### src/rtl/msgdma_dispatch_pkg.sv
// msgDMA stream dispatcher: shared types and helpers.
// FSM states, counter width and channel-index width helper.
package msgdma_dispatch_pkg;

  typedef enum logic [1:0] {
    IDLE,
    SELECT,
    STREAM
  } state_t;

  localparam int BEAT_CNT_W = 8;

  function automatic int ch_w(input int n);
    return (n <= 1) ? 1 : $clog2(n);
  endfunction

endpackage

### src/rtl/st_skid_buf2.sv
// Two-entry valid/ready buffer; head is fully registered.
// Pushes are dropped when full, pops are ignored when empty.
module st_skid_buf2 #(
  parameter int W = 8
) (
  input  logic         clk,
  input  logic         reset,
  input  logic [W-1:0] push_data,
  input  logic         push,
  input  logic         pop,
  output logic [W-1:0] head_data,
  output logic         head_valid,
  output logic [1:0]   cnt
);

  logic [W-1:0] slot0;
  logic [W-1:0] slot1;
  logic         do_push;
  logic         do_pop;

  assign do_push    = push && (cnt != 2'd2);
  assign do_pop     = pop && (cnt != 2'd0);
  assign head_data  = slot0;
  assign head_valid = (cnt != 2'd0);

  always_ff @(posedge clk) begin
    if (reset) begin
      cnt   <= 2'd0;
      slot0 <= '0;
      slot1 <= '0;
    end else begin
      unique case ({do_push, do_pop})
        2'b10: begin
          if (cnt == 2'd0) slot0 <= push_data;
          else             slot1 <= push_data;
          cnt <= cnt + 2'd1;
        end
        2'b01: begin
          if (cnt == 2'd2) slot0 <= slot1;
          cnt <= cnt - 2'd1;
        end
        2'b11: begin
          if (cnt == 2'd1) begin
            slot0 <= push_data;
          end else begin
            slot0 <= slot1;
            slot1 <= push_data;
          end
        end
        default: ;
      endcase
    end
  end

endmodule

### src/rtl/msgdma_st_dispatch.sv
// Round-robin burst dispatcher sharing one msgDMA stream source
// among NUM_CH consumers through a registered 2-entry buffer.
module msgdma_st_dispatch
  import msgdma_dispatch_pkg::*;
#(
  parameter int DATA_W    = 128,
  parameter int NUM_CH    = 4,
  parameter int BURST_LEN = 16
) (
  input  logic                      clk,
  input  logic                      reset,
  input  logic [DATA_W-1:0]         s_data,
  input  logic                      s_valid,
  output logic                      s_ready,
  output logic [DATA_W-1:0]         m_data,
  output logic [NUM_CH-1:0]         m_valid,
  input  logic [NUM_CH-1:0]         m_ready,
  input  logic [NUM_CH-1:0]         ch_enable,
  output logic [ch_w(NUM_CH)-1:0]   cur_ch,
  output logic                      burst_done
);

  localparam int CH_W = ch_w(NUM_CH);
  localparam int PW   = DATA_W + CH_W;

  state_t                  state;
  state_t                  state_nx;
  logic [BEAT_CNT_W-1:0]   beat_cnt;
  logic [CH_W-1:0]         last_grant;
  logic [CH_W:0]           pick;
  logic                    accept;
  logic [PW-1:0]           head;
  logic                    head_valid;
  logic [CH_W-1:0]         head_ch;
  logic [1:0]              buf_cnt;
  logic                    pop;

  // First enabled channel after `last`, searching cyclically.
  function automatic logic [CH_W:0] rr_pick(
    input logic [CH_W-1:0]   last,
    input logic [NUM_CH-1:0] en
  );
    logic            found;
    logic [CH_W-1:0] sel;
    int              idx;
    found = 1'b0;
    sel   = last;
    for (int k = 1; k <= NUM_CH; k++) begin
      idx = (int'(last) + k) % NUM_CH;
      if (!found && en[idx]) begin
        found = 1'b1;
        sel   = CH_W'(idx);
      end
    end
    return {found, sel};
  endfunction

  assign pick   = rr_pick(last_grant, ch_enable);
  assign accept = s_valid && s_ready;

  always_comb begin
    state_nx   = state;
    s_ready    = 1'b0;
    burst_done = 1'b0;
    unique case (state)
      IDLE: begin
        if (s_valid && (|ch_enable)) state_nx = SELECT;
      end
      SELECT: begin
        state_nx = pick[CH_W] ? STREAM : IDLE;
      end
      STREAM: begin
        s_ready = (buf_cnt < 2'd2);
        // Accepting the final beat implies s_valid is still high.
        if (s_valid && s_ready &&
            beat_cnt == BEAT_CNT_W'(BURST_LEN - 1)) begin
          burst_done = 1'b1;
          state_nx   = SELECT;
        end
      end
      default: state_nx = IDLE;
    endcase
  end

  always_ff @(posedge clk) begin
    if (reset) begin
      state      <= IDLE;
      cur_ch     <= '0;
      beat_cnt   <= '0;
      last_grant <= CH_W'(NUM_CH - 1);
    end else begin
      state <= state_nx;
      if (state == SELECT) begin
        beat_cnt <= '0;
        if (pick[CH_W]) cur_ch <= pick[CH_W-1:0];
      end else if (accept) begin
        beat_cnt <= beat_cnt + 1'b1;
      end
      if (burst_done) last_grant <= cur_ch;
    end
  end

  st_skid_buf2 #(
    .W(PW)
  ) u_buf (
    .clk       (clk),
    .reset     (reset),
    .push_data ({cur_ch, s_data}),
    .push      (accept),
    .pop       (pop),
    .head_data (head),
    .head_valid(head_valid),
    .cnt       (buf_cnt)
  );

  assign head_ch = head[PW-1:DATA_W];
  assign m_data  = head[DATA_W-1:0];
  assign pop     = head_valid && m_ready[head_ch];

  always_comb begin
    m_valid = '0;
    for (int i = 0; i < NUM_CH; i++) begin
      m_valid[i] = head_valid && (head_ch == CH_W'(i));
    end
  end

endmodule

### config.mk
export PLATFORM = sky130hd
export DESIGN_NAME = msgdma_st_dispatch
export DESIGN_NICKNAME = d
export VERILOG_FILES = /design/src/rtl/msgdma_dispatch_pkg.sv /design/src/rtl/st_skid_buf2.sv /design/src/rtl/msgdma_st_dispatch.sv
export SDC_FILE = /design/constraint.sdc
export NUM_CORES = 1
export LEC_CHECK = 0
export BUFFER_PORTS_ARGS = -buffer_cell sky130_fd_sc_hd__buf_4
export CAP_MARGIN = 20
export CELL_PAD_IN_SITES_DETAIL_PLACEMENT = 1
export CELL_PAD_IN_SITES_GLOBAL_PLACEMENT = 2
export CORE_UTILIZATION = 34
export DETAILED_ROUTE_END_ITERATION = 10
export HOLD_SLACK_MARGIN = 0.02
export PLACE_DENSITY_LB_ADDON = 0.1
export REMOVE_ABC_BUFFERS = 1
export SETUP_SLACK_MARGIN = 0.3
export SLEW_MARGIN = 10
export SYNTH_ARGS = -nofsm -noshare
export SYNTH_HDL_FRONTEND = slang
export SYNTH_SLANG_ARGS = --single-unit
### constraint.sdc
create_clock -name clk -period 4.29 [get_ports clk]
set_clock_uncertainty 0.1 [all_clocks]
set_input_delay 0.6435 -clock clk [delete_from_list [all_inputs] [get_ports clk]]
set_output_delay 0.6435 -clock clk [all_outputs]
set_load 0.01 [all_outputs]
==> impl_metrics.json, run 1 <==
{
  "status": "completed",
  "drt_wl_total_um": 32300,
  "synth_top_area_cell": "dfxtp_1",
  "maxSlewViolCount": 0,
  "p_int_mw": 5.50,
  "die_h_um": 184,
  "nFillCells": 3711,
  "cts_max_level": 2,
  "postCtsSetupBuffers": 0,
  "max_freq_mhz": 286,
  "yosysSeqAreaShare_pct": 48.9,
  "async_reset_ff_share_pct": 0,
  "core_area_mm2": 0.0326,
  "cts_resized": 0,
  "post-route-min-period_ns": 3.50,
  "hold_path.class": "in2reg",
  "drtAntennaViolNets": 0,
  "yosysTopAreaCellShare_pct": 48.9,
  "dp_hpwl_um": 19500,
  "ys_types": 42,
  "grt_pass1_wl_um": 50200,
  "antenna_found_initial": 0,
  "p_sw_share_pct": 28.3,
  "grt_use_total_pct": 18.7,
  "net-switching-power_mw": 2.17,
  "fin_cells": 1812,
  "worstSkewPairLatency_ns": 0.50,
  "vias_per_cell": 4.95,
  "die-area_mm2": 0.0340,
  "syn_to_final_growth_pct": 22.4,
  "finalCritPeriodShare_pct": 81.5,
  "worstSetupStartpointType": "flop",
  "drt-initial-drc-count": 420,
  "finalHoldViolCount": 0,
  "tightest_slew_ns": 0.819,
  "drc": 0,
  "pwr-share-comb_pct": 23.1,
  "crit_path_end": "u_buf.head_data[74]$_SDFFE_PP0P_",
  "ys_ff_latch": 276,
  "r2r_start": "u_buf.cnt[1]$_SDFFE_PP0P_",
  "cts-root-buf": "clkbuf_16",
  "total_leakage_power_nw": 5.62,
  "synth_ff_type": "dfxtp_1",
  "ioPinCount": 275,
  "crit_required_ns": 4.63,
  "drtPass1Iterations": 5,
  "ir_drop_uv": 288,
  "r2r_cells": 11,
  "diodes": 0,
  "synth_edf_count": 0,
  "arrival_ns": 3.83,
  "grt_overflow": 0,
  "grt_pass1_vias": 8982,
  "ctsHoldBuffers": 0,
  "die_w_um": 184,
  "rsz0062_at_grt": "no",
  "io_buffers": 274,
  "gp_congestion": 0.696,
  "nNetsFinal": 1499,
  "grt_start_max_net_pins": 100,
  "syn_avg_cell_area_um2": 9.07,
  "syn_area_mm2": 0.0113,
  "critPathKind": "reg2reg",
  "end_kind": "flop",
  "p_clk_share_pct": 36.0,
  "r2r_end": "u_buf.head_data[74]$_SDFFE_PP0P_",
  "cts.sinks": 276,
  "yosysWarnings": 0,
  "dp.cells": 1758,
  "maxCapViolCount": 0,
  "reg2reg_slack_ns": 0.79,
  "vias": 8974,
  "critPathMaxFanout": 41,
  "drive_above_1_share_pct": 24.7,
  "clk_path_buf_depth": 3,
  "critical_path.startpoint": "u_buf.cnt[1]$_SDFFE_PP0P_",
  "relSlewSlack_pct": 45.4,
  "numCtsBuffers": 34,
  "cts.clk_slew.worst_paths_ns": 0.06,
  "pwr-share-seq_pct": 40.9,
  "setup-violations-final": 0,
  "netlist_instances": 1245,
  "wl_per_cell_um": 17.8,
  "start_util_pct": 34.6,
  "power.density_mw_per_mm2": 555,
  "synth_area_leaders": "dfxtp_1 49%, a221o_1 12%, buf_4 9.2%",
  "utilization_pct": 42.4,
  "cts_tree": "done",
  "fp-row-count": 66
}
[cell usage after synthesis (2+ instances only)]
| cell | count |
|---|---|
| buf_1 | 2 |
| a211oi_1 | 2 |
| inv_1 | 8 |
| xor2_1 | 8 |
| nand4_1 | 2 |
| nor2b_1 | 4 |
| o221ai_1 | 2 |
| a221o_1 | 130 |
| nand2_1 | 265 |
| a21oi_1 | 136 |
| ha_1 | 8 |
| nand2b_1 | 4 |
| buf_4 | 139 |
| clkbuf_1 | 61 |
| and2_1 | 131 |
| dfxtp_1 | 276 |
| buf_2 | 14 |
| nor2_1 | 21 |
| o211ai_1 | 2 |
| mux2i_1 | 5 |
| nand3_1 | 3 |
| or4_1 | 2 |
[flip-flops by register name, indices dropped and copies added, names as in the netlist]
signal and flops:
u_buf.head_data 130, u_buf.slot1 130, beat_cnt 8, state 2, last_grant 2, u_buf.cnt 2, cur_ch 2
[logic make-up (layout without fill, tap and decap cells)]
kind of cell	after synthesis	after routing	share of synthesized area, %
buffers and inverters	226	351	12.3
muxes	5	5	0.443
DFF	276	276	48.9
and+or+nand+nor	442	442	18.3
xor gates and xnor gates	9	9	0.698
adders and majority gates	8	8	0.886
AOI/OAI and AO/OA	279	279	18.5
[worst min-delay path by stage]
| stage | startpoint | end | depth (start not counted) |
|---|---|---|---|
| detailed placement | u_buf.slot1[123]$_SDFFE_PP0P_ | u_buf.slot1[123]$_SDFFE_PP0P_ | 2 |
| global route | s_data[91] | u_buf.head_data[91]$_SDFFE_PP0P_ | 2 |
| global placement | u_buf.slot1[72]$_SDFFE_PP0P_ | u_buf.slot1[72]$_SDFFE_PP0P_ | 2 |
| CTS | s_data[12] | u_buf.head_data[12]$_SDFFE_PP0P_ | 2 |
| finish | s_data[41] | u_buf.head_data[41]$_SDFFE_PP0P_ | 2 |
| floorplan | u_buf.slot1[0]$_SDFFE_PP0P_ | u_buf.slot1[0]$_SDFFE_PP0P_ | 2 |
[cell type report]
| cell class | count | area [um^2] | share of cell area [%] |
|---|---|---|---|
| multi-input cells | 743 | 4410 | 31.9 |
| inverters | 9 | 33.8 | 0.244 |
| flip-flops and latches | 276 | 5530 | 40.0 |
| well taps | 442 | 553 | 4.00 |
| clock buffers | 52 | 1030 | 7.47 |
| repair buffers | 288 | 2240 | 16.2 |
| clock inverters | 2 | 37.5 | 0.272 |
[critical path: stages, from the launching register on]
cell and delay, ns:
dfxtp_1 0.40, inv_1 0.10, ha_1 0.23, or2_1 0.27
o22ai_2 0.28, inv_2 0.11, ha_1 0.24, nor2b_1 0.16
or4_1 0.51, nor3_4 0.28, buf_4 0.48, a221o_1 0.23
[power by group through the flow]
| stage | Combinational (mW) | Sequential [mW] | Clock (mW) |
|---|---|---|---|
| 2_1_floorplan | 0.736 | 3.28 | 0 |
| 3_3_place_gp | 1.79 | 3.18 | 0 |
| 3_5_place_dp | 1.81 | 3.19 | 0 |
| 4_1_cts | 1.81 | 3.14 | 2.86 |
| 5_1_grt | 1.94 | 3.18 | 2.96 |
| 6_report | 1.77 | 3.14 | 2.76 |
[placed cells by master (no fill, tap or decap), types with 2 or more instances in the layout]
cell | Yosys | routed
nand2b_1 | 4 | 4
buf_12 | 0 | 6
and2_1 | 131 | 131
nand2_1 | 265 | 265
clkbuf_16 | 0 | 37
o211ai_1 | 2 | 2
a211oi_1 | 2 | 2
nand4_1 | 2 | 2
xor2_1 | 8 | 8
inv_1 | 8 | 8
clkbuf_1 | 61 | 10
a221o_1 | 130 | 130
mux2i_1 | 5 | 5
nor2b_1 | 4 | 4
dfxtp_1 | 276 | 276
ha_1 | 8 | 8
or4_1 | 2 | 2
nor2_1 | 21 | 21
clkbuf_8 | 0 | 5
o221ai_1 | 2 | 2
buf_4 | 139 | 282
nand3_1 | 3 | 3
a21oi_1 | 136 | 136
[metrics by stage]
step                power (mW)  TNS [ns]  hold slack [ns]  instance area, um^2  setup slack, ns
floorplan                 4.02   -625.79            0.330                 9940            -2.77
global route              8.08         0            0.258                13800            0.566
global placement          4.97         0            0.342                12800            0.803
detailed placement        4.99         0            0.347                12800            0.741
CTS                       7.81         0            0.249                13800            0.756
finish                    7.67         0            0.276                13800            0.793
[layer usage]
layer | vias to the layer above | track usage, % | routed length (um)
met5 | - | 0 | 0
met4 | 0 | 4.63 | 518
met3 | 38 | 4.86 | 2160
met2 | 224 | 30.3 | 14600
met1 | 4353 | 24.5 | 15000
li1 | 4359 | - | -
Note: power is estimated with default switching activity, not from simulation.
==> run 2, diff against run 1 <==
CORE_UTILIZATION = 32   (was 34)
clock period = 3.35 ns   (was 4.29 ns; I/O delays follow)
==> impl_metrics.json, run 2 (same netlist as run 1, synthesis figures left out) <==
{
  "status": "completed",
  "p_sw_share_pct": 28.0,
  "final_common_cell": "buf_4",
  "maxCapViolCount": 0,
  "drt-initial-drc-count": 358,
  "critical_path.startpoint": "u_buf.head_data[129]$_SDFFE_PP0P_",
  "crit_required_ns": 3.69,
  "clk_path_buf_depth": 3,
  "gp_congestion": 0.711,
  "cts_max_level": 2,
  "finalCritPeriodShare_pct": 87.3,
  "max_freq_mhz": 342,
  "reg2reg_slack_ns": 0.43,
  "p_clk_share_pct": 37.1,
  "tns_ns": 0,
  "mostFrequentLayoutCells": "286 x buf_4, 275 x dfxtp_1, 265 x nand2_1, 136 x a21oi_1, 131 x and2_1",
  "fin_cells": 1850,
  "dp.cells": 1785,
  "critPathMaxFanout": 11,
  "vias": 9058,
  "dp_hpwl_um": 20400,
  "drive_above_1_share_pct": 27.0,
  "setup_slack_ns": 0.426,
  "hold_start": "s_data[66]",
  "die-area_mm2": 0.0361,
  "cts_tree": "done",
  "start_util_pct": 32.6,
  "dpl_cell_area_mm2": 0.0130,
  "crit_path_end": "u_buf.head_data[20]$_SDFFE_PP0P_",
  "core_area_mm2": 0.0346,
  "grt_start_max_net_pins": 142,
  "worst_hold_slack_ns": 0.131,
  "worstSkewPairLatency_ns": 0.50,
  "critPathKind": "reg2reg",
  "post-route-min-period_ns": 2.92,
  "io_buffers": 274,
  "drt_wl_total_um": 33200,
  "rsz0062_at_grt": "no",
  "die_h_um": 190,
  "fp-row-count": 68,
  "pre_cts_slack_ns": 0.125,
  "wl_per_cell_um": 18.0,
  "drtPass1Iterations": 4,
  "grt_pass1_wl_um": 51200,
  "numCtsBuffers": 34,
  "hold_path.class": "in2reg",
  "grt_overflow": 0,
  "total_leakage_power_nw": 5.85,
  "finalHoldViolCount": 0,
  "setup-violations-final": 0,
  "end_kind": "flop",
  "utilization_pct": 41.4,
  "cts.sinks": 276,
  "nNetsFinal": 1518,
  "drc": 0,
  "ioPinCount": 275,
  "die_w_um": 190,
  "vias_per_cell": 4.90,
  "arrival_ns": 3.27,
  "cts-root-buf": "clkbuf_16",
  "power.density_mw_per_mm2": 713,
  "p_total_mw": 10.2,
  "tightest_slew_ns": 0.895,
  "r2r_start": "u_buf.head_data[129]$_SDFFE_PP0P_",
  "worstSetupStartpointType": "flop",
  "p_int_mw": 7.36,
  "maxSlewViolCount": 0,
  "net-switching-power_mw": 2.86,
  "antenna_found_initial": 1,
  "relSlewSlack_pct": 40.4,
  "drtAntennaViolNets": 0,
  "r2r_end": "u_buf.head_data[20]$_SDFFE_PP0P_",
  "r2r_cells": 9,
  "syn_to_final_growth_pct": 26.8,
  "cts.clk_slew.worst_paths_ns": 0.06,
  "ir_drop_uv": 290,
  "grt_pass1_vias": 9159,
  "pwr-share-comb_pct": 23.6,
  "grt_use_total_pct": 17.9,
  "final_area_mm2": 0.0143,
  "pwr-share-seq_pct": 39.4
}
## run 2: cell types whose count changed in the layout (fill, tap and decap cells not counted), moves of 4 or more
| cell | before | now |
|---|---|---|
| buf_12 | 6 | 17 |
| clkbuf_8 | 5 | 11 |
| clkbuf_1 | 10 | 5 |
| buf_4 | 282 | 286 |
| clkinv_2 | 0 | 4 |
## run 2: worst max-delay path: stages (launching register included)
cell	delay, ns
dfxtp_1	0.53
mux2i_2	0.36
o22ai_4	0.13
ha_1	0.24
nor2b_1	0.15
or4_4	0.52
nor3_4	0.31
buf_12	0.21
clkbuf_16	0.18
a221o_1	0.13
## run 2: how the worst min path moves through the flow
stage	to	slack, ns	depth (start not counted)
global placement	u_buf.slot1[95]$_SDFFE_PP0P_	0.34	2
finish	u_buf.head_data[66]$_SDFFE_PP0P_	0.13	2
global route	u_buf.head_data[112]$_SDFFE_PP0P_	0.12	2
floorplan	u_buf.slot1[0]$_SDFFE_PP0P_	0.33	2
CTS	u_buf.head_data[66]$_SDFFE_PP0P_	0.11	2
detailed placement	u_buf.slot1[49]$_SDFFE_PP0P_	0.35	2
## run 2: cell type report
| cell class | count | area [um^2] |
|---|---|---|
| fill | 3968 | 20300 |
| inverter | 9 | 33.8 |
| sequential | 276 | 5530 |
| multi-input combinational | 743 | 4440 |
| antenna | 1 | 2.50 |
| clock inverter | 8 | 119 |
| tap | 455 | 569 |
| clock buffer | 51 | 1050 |
| timing repair buffer | 307 | 2590 |
## run 2: timing repair
| item | in CTS | in global routing |
|---|---|---|
| resized for setup | 2 | 9 |
| buffers inserted | 1 | 1 |
| hold buffers | 0 | 0 |
| pin swaps | 2 | 1 |
| setup endpoints to repair | 125 | 136 |
| cloned | 0 | 3 |
## run 2: layer usage
layer	share of wire (%)	track usage (%)	vias to the layer above	wire length, um
met4	1.9	5.21	0	641
met1	45	22.9	4383	15100
met5	0	0	-	0
met3	6.6	4.74	49	2200
li1	-	-	4401	-
met2	46	29.2	225	15300
## run 2: power by group through the flow
| stage | sequential (mW) | combinational [mW] | clock, mW |
|---|---|---|---|
| global route | 4.08 | 2.63 | 4.03 |
| CTS | 4.03 | 2.43 | 3.91 |
| detailed placement | 4.08 | 2.41 | 0 |
| global placement | 4.08 | 2.39 | 0 |
| finish | 4.02 | 2.41 | 3.79 |
| floorplan | 4.20 | 0.942 | 0 |
